[config.mk]
export PLATFORM = sky130hd
export DESIGN_NAME = mem_port_arbiter_flat
export DESIGN_NICKNAME = d
export VERILOG_FILES = /design/src/rtl/mem_port_arbiter_pkg.sv /design/src/rtl/mem_port_arbiter_if.sv /design/src/rtl/mem_port_arbiter_arb_priority.sv /design/src/rtl/mem_port_arbiter.sv /design/src/flat_wrapper.sv
export SDC_FILE = /design/constraint.sdc
export NUM_CORES = 1
export LEC_CHECK = 0
export CAP_MARGIN = 40
export CORE_AREA = 2 2 105 107
export CTS_CLUSTER_DIAMETER = 80
export DETAILED_ROUTE_END_ITERATION = 12
export DIE_AREA = 0 0 107 109
export SYNTH_ARGS = -nofsm -noshare
export SYNTH_HDL_FRONTEND = slang
export SYNTH_SLANG_ARGS = --single-unit
[constraint.sdc]
create_clock -name clk -period 2.4 [get_ports clk]
set_clock_uncertainty 0.15 [all_clocks]
set_input_delay 0.36 -clock clk [delete_from_list [all_inputs] [get_ports clk]]
set_output_delay 0.36 -clock clk [all_outputs]
set_load 0.005 [all_outputs]
[src/rtl/mem_port_arbiter_pkg.sv]
// mem_port_arbiter_pkg: shared state encoding for the unified I/D memory port arbiter
package mem_port_arbiter_pkg;
  localparam int ARB_OWNER_W = 2;
  typedef enum logic [ARB_OWNER_W-1:0] {IDLE, I_WAIT, D_WAIT} arb_state_t;
endpackage

[src/rtl/mem_port_arbiter_if.sv]
// mem_port_arbiter_if: fetch, data and RAM port signals of the arbiter (slave = arbiter side)
interface mem_port_arbiter_if #(parameter int ADDR_W = 32, parameter int DATA_W = 32);
  logic              if_req, if_gnt, if_valid;
  logic [ADDR_W-1:0] if_addr;
  logic [DATA_W-1:0] if_rdata;
  logic              d_req, d_we, d_gnt, d_valid;
  logic [ADDR_W-1:0] d_addr;
  logic [DATA_W-1:0] d_wdata, d_rdata;
  logic              mem_en, mem_we;
  logic [ADDR_W-1:0] mem_addr;
  logic [DATA_W-1:0] mem_wdata, mem_rdata;
  logic              stall_if, stall_mem;
  modport slave (
    input  if_req, if_addr, d_req, d_we, d_addr, d_wdata, mem_rdata,
    output if_gnt, if_valid, if_rdata, d_gnt, d_valid, d_rdata,
           mem_en, mem_we, mem_addr, mem_wdata, stall_if, stall_mem
  );
  modport master (
    output if_req, if_addr, d_req, d_we, d_addr, d_wdata, mem_rdata,
    input  if_gnt, if_valid, if_rdata, d_gnt, d_valid, d_rdata,
           mem_en, mem_we, mem_addr, mem_wdata, stall_if, stall_mem
  );
endinterface

[src/rtl/mem_port_arbiter_arb_priority.sv]
// arb_priority: combinational winner select, data first unless fetch is forced
module arb_priority (
  input  logic if_req_i,
  input  logic d_req_i,
  input  logic force_if_i,
  output logic if_gnt_o,
  output logic d_gnt_o
);
  // the older instruction in MEM wins a tie unless the fetch side has starved
  always_comb begin
    if_gnt_o = if_req_i & (~d_req_i | force_if_i);
    d_gnt_o  = d_req_i & ~(if_req_i & force_if_i);
  end
endmodule

[src/rtl/mem_port_arbiter.sv]
// mem_port_arbiter: shares one sync RAM between IF and MEM; ARB_FAIRNESS_EN adds IF anti-starvation
module mem_port_arbiter
  import mem_port_arbiter_pkg::*;
#(
  parameter int STARVE_MAX = 4
) (
  input logic clk,
  input logic rst,
  mem_port_arbiter_if.slave bus
);
  arb_state_t state_q, state_d;
  logic       we_q, we_d;
  logic       if_gnt, d_gnt, force_if;

  if (STARVE_MAX < 1) begin : g_bad_starve_max
    $error("STARVE_MAX must be at least 1");
  end

  arb_priority u_prio (
    .if_req_i  (bus.if_req),
    .d_req_i   (bus.d_req),
    .force_if_i(force_if),
    .if_gnt_o  (if_gnt),
    .d_gnt_o   (d_gnt)
  );

`ifdef ARB_FAIRNESS_EN
  localparam int CNT_W = $clog2(STARVE_MAX + 1);
  logic [CNT_W-1:0] cnt_q, cnt_d;
  // consecutive fetch denials, cleared when IF wins or withdraws, saturating at the limit
  always_comb begin
    force_if = cnt_q == CNT_W'(STARVE_MAX);
    cnt_d    = (!bus.if_req || if_gnt) ? '0 : force_if ? cnt_q : cnt_q + 1'b1;
  end
  // starvation counter register
  always_ff @(posedge clk or posedge rst) begin
    if (rst) cnt_q <= '0;
    else     cnt_q <= cnt_d;
  end
`else
  assign force_if = 1'b0;
`endif

  // next state follows the winner; outputs decode from the state of the access in flight
  always_comb begin
    state_d       = d_gnt ? D_WAIT : if_gnt ? I_WAIT : IDLE;
    we_d          = d_gnt & bus.d_we;
    bus.if_gnt    = if_gnt;
    bus.d_gnt     = d_gnt;
    bus.stall_if  = bus.if_req & ~if_gnt;
    bus.stall_mem = bus.d_req & ~d_gnt;
    bus.mem_en    = (if_gnt | d_gnt) & ~rst;
    bus.mem_we    = d_gnt & bus.d_we;
    bus.mem_addr  = d_gnt ? bus.d_addr : bus.if_addr;
    bus.mem_wdata = bus.d_wdata;
    bus.if_valid  = state_q == I_WAIT;
    bus.if_rdata  = (state_q == I_WAIT) ? bus.mem_rdata : '0;
    bus.d_valid   = state_q == D_WAIT;
    bus.d_rdata   = (state_q == D_WAIT && !we_q) ? bus.mem_rdata : '0;
  end

  // state and store flag of the access in flight; reset discards it
  always_ff @(posedge clk or posedge rst) begin
    if (rst) begin
      state_q <= IDLE;
      we_q    <= 1'b0;
    end else begin
      state_q <= state_d;
      we_q    <= we_d;
    end
  end
endmodule

[src/flat_wrapper.sv]
// flat-port wrapper written by rule: the top's interface ports become plain ports
module mem_port_arbiter_flat import mem_port_arbiter_pkg::*;
#(
  parameter int STARVE_MAX = 4
)
  (clk, rst, bus_if_req, bus_if_addr, bus_d_req, bus_d_we, bus_d_addr, bus_d_wdata, bus_mem_rdata, bus_if_gnt, bus_if_valid, bus_if_rdata, bus_d_gnt, bus_d_valid, bus_d_rdata, bus_mem_en, bus_mem_we, bus_mem_addr, bus_mem_wdata, bus_stall_if, bus_stall_mem);
  mem_port_arbiter_if #(.ADDR_W(32), .DATA_W(32)) bus_i ();
  input logic clk;
  input logic rst;
  input wire logic [$bits(bus_i.if_req)-1:0] bus_if_req;
  input wire logic [$bits(bus_i.if_addr)-1:0] bus_if_addr;
  input wire logic [$bits(bus_i.d_req)-1:0] bus_d_req;
  input wire logic [$bits(bus_i.d_we)-1:0] bus_d_we;
  input wire logic [$bits(bus_i.d_addr)-1:0] bus_d_addr;
  input wire logic [$bits(bus_i.d_wdata)-1:0] bus_d_wdata;
  input wire logic [$bits(bus_i.mem_rdata)-1:0] bus_mem_rdata;
  output wire logic [$bits(bus_i.if_gnt)-1:0] bus_if_gnt;
  output wire logic [$bits(bus_i.if_valid)-1:0] bus_if_valid;
  output wire logic [$bits(bus_i.if_rdata)-1:0] bus_if_rdata;
  output wire logic [$bits(bus_i.d_gnt)-1:0] bus_d_gnt;
  output wire logic [$bits(bus_i.d_valid)-1:0] bus_d_valid;
  output wire logic [$bits(bus_i.d_rdata)-1:0] bus_d_rdata;
  output wire logic [$bits(bus_i.mem_en)-1:0] bus_mem_en;
  output wire logic [$bits(bus_i.mem_we)-1:0] bus_mem_we;
  output wire logic [$bits(bus_i.mem_addr)-1:0] bus_mem_addr;
  output wire logic [$bits(bus_i.mem_wdata)-1:0] bus_mem_wdata;
  output wire logic [$bits(bus_i.stall_if)-1:0] bus_stall_if;
  output wire logic [$bits(bus_i.stall_mem)-1:0] bus_stall_mem;
  assign bus_i.if_req = bus_if_req;
  assign bus_i.if_addr = bus_if_addr;
  assign bus_i.d_req = bus_d_req;
  assign bus_i.d_we = bus_d_we;
  assign bus_i.d_addr = bus_d_addr;
  assign bus_i.d_wdata = bus_d_wdata;
  assign bus_i.mem_rdata = bus_mem_rdata;
  assign bus_if_gnt = bus_i.if_gnt;
  assign bus_if_valid = bus_i.if_valid;
  assign bus_if_rdata = bus_i.if_rdata;
  assign bus_d_gnt = bus_i.d_gnt;
  assign bus_d_valid = bus_i.d_valid;
  assign bus_d_rdata = bus_i.d_rdata;
  assign bus_mem_en = bus_i.mem_en;
  assign bus_mem_we = bus_i.mem_we;
  assign bus_mem_addr = bus_i.mem_addr;
  assign bus_mem_wdata = bus_i.mem_wdata;
  assign bus_stall_if = bus_i.stall_if;
  assign bus_stall_mem = bus_i.stall_mem;
  mem_port_arbiter #(.STARVE_MAX(STARVE_MAX)) u_core (.clk(clk), .rst(rst), .bus(bus_i));
endmodule
# Word level (Yosys, flattened, before mapping)
# Index checks and enable logic that the tools add are counted.
dict set report classes {
  n_mux 5
  eq_ne 2
  n_bitwise 8
  reduce_logical 2
}
# operator count
set op_table {}
lappend op_table {{two-way mux 32 bit} 3}
lappend op_table {{AND 1 bit} 4}
lappend op_table {{inverter 1 bit} 3}
lappend op_table {{== test 2 x 1 -> 1 bit, second input constant} 1}
lappend op_table {{== test 2 bit, second input constant} 1}
lappend op_table {{two-way mux 2 bit} 1}
lappend op_table {{logical AND 1 bit} 1}
lappend op_table {{zero test 1 bit} 1}
lappend op_table {{two-way mux 1 bit} 1}
lappend op_table {{OR 1 bit} 1}
dict set report word_totals {
  in_bits 133
  out_inout_bits 136
  elab_cells 19
  regBits 3
}

# Longest topological paths before layout
# Gate-level depths: netlist of the first run.
dict set report depth {
  depth_word 4
  mapped_depth 3
}

# Modules after synthesis
# A second synthesis of the first run with hierarchy kept.
dict set report unflattened {
  hier_cells 164
  hier_area_um2 1645.3
}
# module seq_area_each_um2 area_each_um2 instances cells_each
set modules_own_cells {}
lappend modules_own_cells {mem_port_arbiter 75.1 1626.6 1 161}
lappend modules_own_cells {arb_priority 0.0 18.8 1 3}

# Worst setup path before layout of the first run
# Ideal clock, no wire load.
dict set report synth_timing {
  path_kind {input to output}
  startpoint {input port bus_d_req}
  endpoint {output port bus_mem_addr[0]}
  path_slack_ns 0.944
  cell_stages 3
  path_buffers 2
  t_required_ns 1.890
  t_arrival_ns 0.946
  path_cell_list {buf_6 > buf_6 > mux2_4}
}
dict set report synth_between {
  elab_chain_len 1
}
# element line
set synth_lines {}
lappend synth_lines {{from (decl)} flat_wrapper.sv:12} ;# input wire logic [$bits(bus_i.d_req)-1:0] bus_d_req;
lappend synth_lines {{two-way mux 32 bit} mem_port_arbiter.sv:54} ;# bus.mem_addr = d_gnt ? bus.d_addr : bus.if_addr;
lappend synth_lines {{to (decl)} flat_wrapper.sv:25} ;# output wire logic [$bits(bus_i.mem_addr)-1:0] bus_mem_addr;
# Every way passes these cells.

# Worst setup path in the final report of the first run
dict set report layout_timing {
  startpoint {input port bus_mem_rdata[2]}
  endpoint {output port bus_d_rdata[2]}
}
dict set report layout_between {
  elab_chain_len 1
}
# element line
set layout_lines {}
lappend layout_lines {{from (decl)} flat_wrapper.sv:16} ;# input wire logic [$bits(bus_i.mem_rdata)-1:0] bus_mem_rdata;
lappend layout_lines {{two-way mux 32 bit} mem_port_arbiter.sv:59} ;# bus.d_rdata = (state_q == D_WAIT && !we_q) ? bus.mem_rdata : '0;
lappend layout_lines {{to (decl)} flat_wrapper.sv:22} ;# output wire logic [$bits(bus_i.d_rdata)-1:0] bus_d_rdata;
# Every way passes these cells.

==> results of run 1 <==
## flip-flops by register name, indices dropped and copies added (netlist names)
| register | cells |
|---|---|
| u_core.state_q | 2 |
| u_core.we_q | 1 |
## kinds of logic after synthesis
| kind of cell | count (synthesis) | share of synthesized area (%) |
|---|---|---|
| compound gates | 1 | 0.612 |
| buf+inv | 56 | 23.9 |
| flops | 3 | 4.59 |
| mux | 32 | 28.0 |
| other cells | 1 | 0.229 |
| simple gates | 69 | 42.6 |
## cells in the mapped netlist (all sizes together)
library cell	n	area (um2)
mux2	32	458
and2	2	12.5
conb	1	3.75
dfrtp	3	75.1
clkbuf	8	31.3
nor2b	3	18.8
buf	47	357
and3b	32	280
inv	1	3.75
o21ba	1	10.0
and4bb	26	325
nor4bb	6	60.1
## where the power goes
part	total [mW]	internal, mW	switching, mW
clock network	0.144	0.113	0.0309
logic	0.546	0.399	0.147
registers	0.0551	0.0536	0.00151
## per-layer routing
layer | part of all wire (%) | vias to the layer above | wire (um)
met4 | 0.78 | 0 | 48
met3 | 13 | 6 | 824
met1 | 36 | 825 | 2190
met5 | 0 | - | 0
li1 | - | 877 | -
met2 | 50 | 139 | 3050
## cell type report
| class | count | area (um2) | area share [%] |
|---|---|---|---|
| repair buffers | 209 | 2110 | 59.0 |
| multi-input cells | 103 | 1170 | 32.7 |
| well taps | 140 | 175 | 4.90 |
| flip-flops and latches | 3 | 75.1 | 2.10 |
| clock buffers | 4 | 45.0 | 1.26 |
| inverters | 1 | 3.75 | 0.105 |
## metrics by stage
step           worst slack (ns)  cells  power (mW)  instance area, um2
2_1_floorplan             0.944    162       0.289                1640
3_3_place_gp              0.206    456       0.604                3530
3_5_place_dp              0.216    456       0.609                3530
4_1_cts                   0.211    460       0.760                3580
5_1_grt                  0.0841    460       0.800                3580
6_report                  0.217    460       0.745                3580
## worst max path at each step
stage	from	endpoint	slack, ns	cells past startpoint
global route	u_core.we_q	bus_d_rdata[11]	0.08	3
finish	bus_mem_rdata[2]	bus_d_rdata[2]	0.22	3
global placement	bus_mem_rdata[11]	bus_d_rdata[11]	0.21	3
floorplan	bus_d_req	bus_mem_addr[0]	0.94	3
detailed placement	bus_mem_rdata[2]	bus_d_rdata[2]	0.22	3
CTS	bus_mem_rdata[2]	bus_d_rdata[2]	0.21	3
==> results_dict.tcl, run 1 <==
set metrics [dict create \
    grt_pass1_wl_um 8890 \
    slowest_stage "clkdlybuf4s50_1" \
    min_period_ns 2.18 \
    ant_nets 0 \
    p_leak_nw 1.48 \
    start_util_pct 15.4 \
    grt_use_met3_pct 4.06 \
    mappedNetlistNets 295 \
    firstDrtPassIters 3 \
    path_cells "clkdlybuf4s50_1 -> nor4bb_1 -> clkdlybuf4s50_1" \
    n_antenna_cell 0 \
    hp-class "in2async" \
    syn_area_per_cell_um2 10.1 \
    path_class "in2out" \
    numCtsBuffers 3 \
    grt_pass1_vias 1793 \
    synth_cells 162 \
    crit_top_cell "clkdlybuf4s50_1" \
    cts_resized 0 \
    peakVddDrop_v 0.000133 \
    final_max_slew_viol_count 0 \
    drtIter0Drc 69 \
    synthesis.area_um2 1640 \
    fin_nets 454 \
    io_pins 269 \
    cts_setup_buffers 0 \
    cts_buffer_depth 2 \
    drc_errors 0 \
    die_w_um 107 \
    crit_family "buffers and inverters" \
    vias 1847 \
    cp_num_buf_inv 2 \
    fmax_mhz 458 \
    tritoncts "yes" \
    yosys_warnings 0 \
    gp_congestion 0.676 \
    core_um2 10600 \
    routed_via_density 4.02 \
    final_util_pct 33.7 \
    dp_hpwl_um 4920 \
    finalHoldViolCount 0 \
    cts-hold-fix-buffers 0 \
    rsz0062_at_grt "false" \
    grt_usage_pct 9.42 \
    placementRows 38 \
    n_fill_cell 1081 \
    ctsRootBufferMaster "clkbuf_8" \
    end_kind "output port" \
    setup_viol 0 \
    mostFrequentLayoutCell "clkdlybuf4s50_1" \
    wire_per_inst_um 13.3 \
    startpoint_type "input pin" \
    finalSetupTns_ns 0 \
    grtUsageMet1_pct 9.92 \
    required_ns 1.89 \
    cts.sink_count 3 \
    maxCapViolCount 0 \
    grtUsageMet2_pct 17.2 \
    crit_path_max_fanout 2 \
    holdWs_ns 0.237 \
    ys_types 17 \
    grt.busiest_layer "met2" \
    seq_area_frac_synth_pct 4.59 \
    max_stage_delay_ns 0.55 \
    status "complete, no violations" \
    dieArea_um2 11700 \
    grt_max_degree 67 \
    powerDensity_nw_per_um2 208 \
    area_growth_pct 119 \
    dieHeight_um 109 \
    drive_gt1_share_pct 21.3 \
    io_buffers 203 \
    grt_overflow 0 \
    min_period_over_period_pct 91.0 \
    ys_ff_latch 3 \
    h-tree-depth 1 \
    path_clk_slew_ns 0.03 \
    final_cell_mix "clkdlybuf4s50_1 (202), and3b_1 (32), mux2_4 (26)" \
    arrival_ns 1.67 \
    antenna_found_initial 0 \
    drt_wl_total_um 6120 \
]
(Power assumes the default switching activity.)
==> run 2, diff against run 1 <==
==> constraint.sdc (replaced) <==
create_clock -name clk -period 2.4 [get_ports clk]
set_clock_uncertainty 0.15 [all_clocks]
set_input_delay 0.36 -clock clk [delete_from_list [all_inputs] [get_ports clk]]
set_output_delay 0.36 -clock clk [all_outputs]
set_load 0.05 [all_outputs]
==> results_dict.tcl, run 2 (synthesized netlist as in run 1, its figures left out) <==
set metrics [dict create \
    status "complete, no violations" \
    cts.sink_count 3 \
    pwr-share-clk_pct 12.5 \
    h-tree-depth 1 \
    seq_power_share_pct 5.0 \
    cts-hold-fix-buffers 0 \
    arrival_ns 1.71 \
    grt_pass1_vias 1816 \
    finalSetupTns_ns 0 \
    fin_nets 454 \
    finalHoldViolCount 0 \
    wire_per_inst_um 14.3 \
    n_antenna_cell 0 \
    grt_use_met3_pct 2.75 \
    holdWs_ns 0.208 \
    path_clk_slew_ns 0.03 \
    drt_wl_total_um 6590 \
    crit_family "flip-flops" \
    end_kind "output port" \
    peakVddDrop_v 0.000142 \
    grt_overflow 0 \
    min_period_ns 2.22 \
    switchingPower_mw 0.518 \
    final_util_pct 39.5 \
    reg_top3 "u_core.state_q: 2 flops, u_core.we_q: 1 flops" \
    drtIter0Drc 22 \
    antenna_found_initial 0 \
    drc_errors 0 \
    numCtsBuffers 3 \
    drive_gt1_share_pct 53.1 \
    cp_num_buf_inv 2 \
    grt.busiest_layer "met2" \
    top_register "u_core.state_q" \
    die_w_um 107 \
    ant_nets 0 \
    grt_pass1_wl_um 9600 \
    grtUsageMet2_pct 18.9 \
    p_int_mw 0.646 \
    setup_viol 0 \
    io_buffers 203 \
    dp_cells 456 \
    grt_max_degree 67 \
    cts_resized 0 \
    vias 1866 \
    relSlewSlack_pct 64.2 \
    tritoncts "yes" \
    p_leak_nw 1.85 \
    firstDrtPassIters 4 \
    final_cells 460 \
    area_growth_pct 156 \
    crit_cells 3 \
    dp_slack_ns 0.351 \
    combPwrFrac_pct 82.6 \
    dp_hpwl_um 5560 \
    io_pins 269 \
    final_max_slew_viol_count 0 \
    worst_slew_pin_slew_ns 0.529 \
    final_critical_path_setup_slack_ns 0.181 \
    required_ns 1.89 \
    ctsRootBufferMaster "clkbuf_8" \
    fmax_mhz 451 \
    sw_frac_of_total_pct 44.5 \
    crit_path_max_fanout 15 \
    gp_congestion 0.677 \
    dieHeight_um 109 \
    rsz0062_at_grt "false" \
    dieArea_um2 11700 \
    core_um2 10600 \
    routed_via_density 4.06 \
    start_util_pct 15.4 \
    grt_usage_pct 10.2 \
    mostFrequentLayoutCell "clkdlybuf4s50_1" \
    p_total_mw 1.16 \
    largest_reg_flops 2 \
    placementRows 38 \
    startpoint_type "flip-flop" \
    powerDensity_nw_per_um2 278 \
    maxCapViolCount 0 \
    fin_area_um2 4190 \
    grtUsageMet1_pct 11.5 \
    min_period_over_period_pct 92.5 \
    max_stage_delay_ns 0.53 \
    final_cell_mix "clkdlybuf4s50_1 (100), buf_12 (72), buf_4 (36)" \
    cts_setup_buffers 0 \
    placed_cell_area_um2 4140 \
    path_class "reg2out" \
    cts_buffer_depth 2 \
    path_cells "buf_4 -> nor4bb_1 -> buf_12" \
    slowest_stage "dfrtp_1" \
    hp-class "in2async" \
]
## run 2: cell count changes in the layout (fill, tap and decap cells not counted)
cell / delta
buf_12: +69
clkdlybuf4s50_1: -102
buf_4: +33
## run 2: worst paths after layout
check	endpoint	start	slack, ns
hold / removal	u_core.state_q[1]	rst	0.21
setup / recovery	bus_d_rdata[2]	u_core.we_q	0.18
min in group clk	u_core.state_q[1]	bus_d_req	0.40
max in group asynchronous	u_core.state_q[0]	rst	1.76
## run 2: metal layers
layer / up-vias / part of all wire (%)
li1: 877 / -
met1: 842 / 37
met2: 141 / 52
met3: 6 / 9.1
met4: 0 / 1.0
met5: - / 0
## run 2: power by group through the flow
| stage | logic, mW | clock network [mW] | registers, mW |
|---|---|---|---|
| 2_1_floorplan | 0.653 | 0 | 0.0559 |
| 3_3_place_gp | 0.962 | 0 | 0.0584 |
| 3_5_place_dp | 0.970 | 0 | 0.0584 |
| 4_1_cts | 0.972 | 0.148 | 0.0578 |
| 5_1_grt | 1.00 | 0.154 | 0.0586 |
| 6_report | 0.962 | 0.145 | 0.0577 |
## run 2: area by class of cell
| type | instances | area (um2) |
|---|---|---|
| fill | 996 | 6420 |
| timing repair buffer | 209 | 2720 |
| multi-input combinational | 103 | 1170 |
| tap | 140 | 175 |
| sequential | 3 | 75.1 |
| clock buffer | 4 | 45.0 |
| inverter | 1 | 3.75 |
==> run 3, diff against run 2 <==
--- a/config.mk
+++ b/config.mk
@@ -6,10 +6,10 @@
 export NUM_CORES = 1
 export LEC_CHECK = 0
 export CAP_MARGIN = 40
-export CORE_AREA = 2 2 105 107
+export CORE_AREA = 2 2 103 105
 export CTS_CLUSTER_DIAMETER = 80
 export DETAILED_ROUTE_END_ITERATION = 12
-export DIE_AREA = 0 0 107 109
+export DIE_AREA = 0 0 105 107
 export SYNTH_ARGS = -nofsm -noshare
 export SYNTH_HDL_FRONTEND = slang
 export SYNTH_SLANG_ARGS = --single-unit
==> constraint.sdc (replaced) <==
create_clock -name clk -period 2.06 [get_ports clk]
set_clock_uncertainty 0.15 [all_clocks]
set_input_delay 0.309 -clock clk [delete_from_list [all_inputs] [get_ports clk]]
set_output_delay 0.309 -clock clk [all_outputs]
set_load 0.05 [all_outputs]
==> results_dict.tcl, run 3 (synthesized netlist as in run 1, its figures left out) <==
set metrics [dict create \
    start_util_pct 16.2 \
    grt_max_degree 67 \
    final_max_slew_viol_count 0 \
    path_clk_slew_ns 0.03 \
    ctsRootBufferMaster "clkbuf_8" \
    switchingPower_mw 0.609 \
    mostFrequentLayoutCell "clkdlybuf4s50_1" \
    numCtsBuffers 3 \
    drtIter0Drc 57 \
    wire_per_inst_um 14.4 \
    reg_top3 "u_core.state_q: 2 flops, u_core.we_q: 1 flops" \
    path_class "reg2out" \
    core_um2 10100 \
    multi_input_comb_area_um2 1210 \
    drc_errors 0 \
    p_total_mw 1.37 \
    cts-hold-fix-buffers 0 \
    grt_pass1_vias 1933 \
    sw_frac_of_total_pct 44.3 \
    gp_congestion 0.696 \
    cts.sink_count 3 \
    vias 1888 \
    fin_nets 454 \
    maxCapViolCount 0 \
    dieHeight_um 107 \
    status "complete, no violations" \
    startpoint_type "flip-flop" \
    grt_usage_pct 10.9 \
    firstDrtPassIters 3 \
    final_cell_mix "clkdlybuf4s50_1 (99), buf_12 (75), buf_4 (34)" \
    pwr-share-clk_pct 12.6 \
    fmax_mhz 523 \
    dieArea_um2 11200 \
    powerDensity_nw_per_um2 323 \
    top_register "u_core.state_q" \
    cts_resized 0 \
    io_buffers 203 \
    placementRows 37 \
    min_period_ns 1.91 \
    n_fill_cell 966 \
    ant_nets 0 \
    grt_pass1_wl_um 9960 \
    tritoncts "yes" \
    grt_overflow 0 \
    combPwrFrac_pct 82.4 \
    holdWs_ns 0.159 \
    seq_area_um2 76.3 \
    required_ns 1.60 \
    finalHoldViolCount 0 \
    routed_via_density 4.14 \
    cts_setup_buffers 0 \
    p_leak_nw 1.87 \
    io_pins 269 \
    arrival_ns 1.45 \
    rsz0062_at_grt "false" \
    drt_wl_total_um 6580 \
    end_kind "output port" \
    area_growth_pct 160 \
    h-tree-depth 1 \
    drive_gt1_share_pct 55.6 \
    cts_buffer_depth 2 \
    n_antenna_cell 0 \
    setup_viol 0 \
    min_period_over_period_pct 92.9 \
    seq_power_share_pct 5.0 \
    crit_path_max_fanout 66 \
    dp_hpwl_um 5560 \
    peakVddDrop_v 0.000182 \
    antenna_found_initial 0 \
    largest_reg_flops 2 \
    hp-class "in2async" \
    p_int_mw 0.765 \
    die_w_um 105 \
]
==> run 3: cell types whose count changed in the layout (fill, tap and decap cells not counted) <==
cell and change:
buf_12 +3, buf_4 -2, clkdlybuf4s50_1 -1, dfrtp_1 -1, dfrtp_2 +1, nor4bb_1 -6
nor4bb_2 +6
==> run 3: layout make-up <==
class / instances / share of cell area, %
well taps: 136 / 4.00
repair buffers: 209 / 64.7
clock buffers: 4 / 1.06
flip-flops and latches: 3 / 1.79
inverters: 1 / 0.0882
multi-input cells: 103 / 28.4
==> run 3: path summary, 6_finish.rpt <==
check	startpoint	to
max	u_core.state_q[0]	bus_d_rdata[2]
min	rst	u_core.state_q[0]
max in group asynchronous	rst	u_core.state_q[1]
min in group clk	bus_d_req	u_core.state_q[1]
==> run 3: worst max-delay path: stages, from the launching register on <==
cell      delay [ns]
dfrtp_1         0.39
buf_12          0.20
nor4bb_2        0.45
buf_12          0.19
==> run 3: per-layer routing <==
layer	vias up	GRT usage, %	routed length (um)
met3	10	4.13	755
met1	842	12.2	2550
li1	878	-	-
met2	158	19.2	3170
met4	0	3.52	102
met5	-	0	0
==> run 3: power by group through the flow <==
stage	Clock [mW]	Sequential, mW	Combinational (mW)
4_1_cts	0.178	0.0683	1.14
3_5_place_dp	0	0.0688	1.14
5_1_grt	0.184	0.0691	1.18
3_3_place_gp	0	0.0685	1.14
6_report	0.173	0.0684	1.13
2_1_floorplan	0	0.0651	0.767
==> run 3: stage by stage <==
step                      setup TNS (ns)  setup WS (ns)  util [%]  instance area [um2]  cells
final                                  0          0.147      42.2                 4250    456
after global routing                   0         0.0738      42.2                 4250    456
after CTS                              0         0.0190      42.1                 4250    456
after detailed placement               0          0.181      41.7                 4210    452
after global placement                 0          0.181      41.7                 4210    452
after floorplan                   -0.239        -0.0477         -                 1670    162
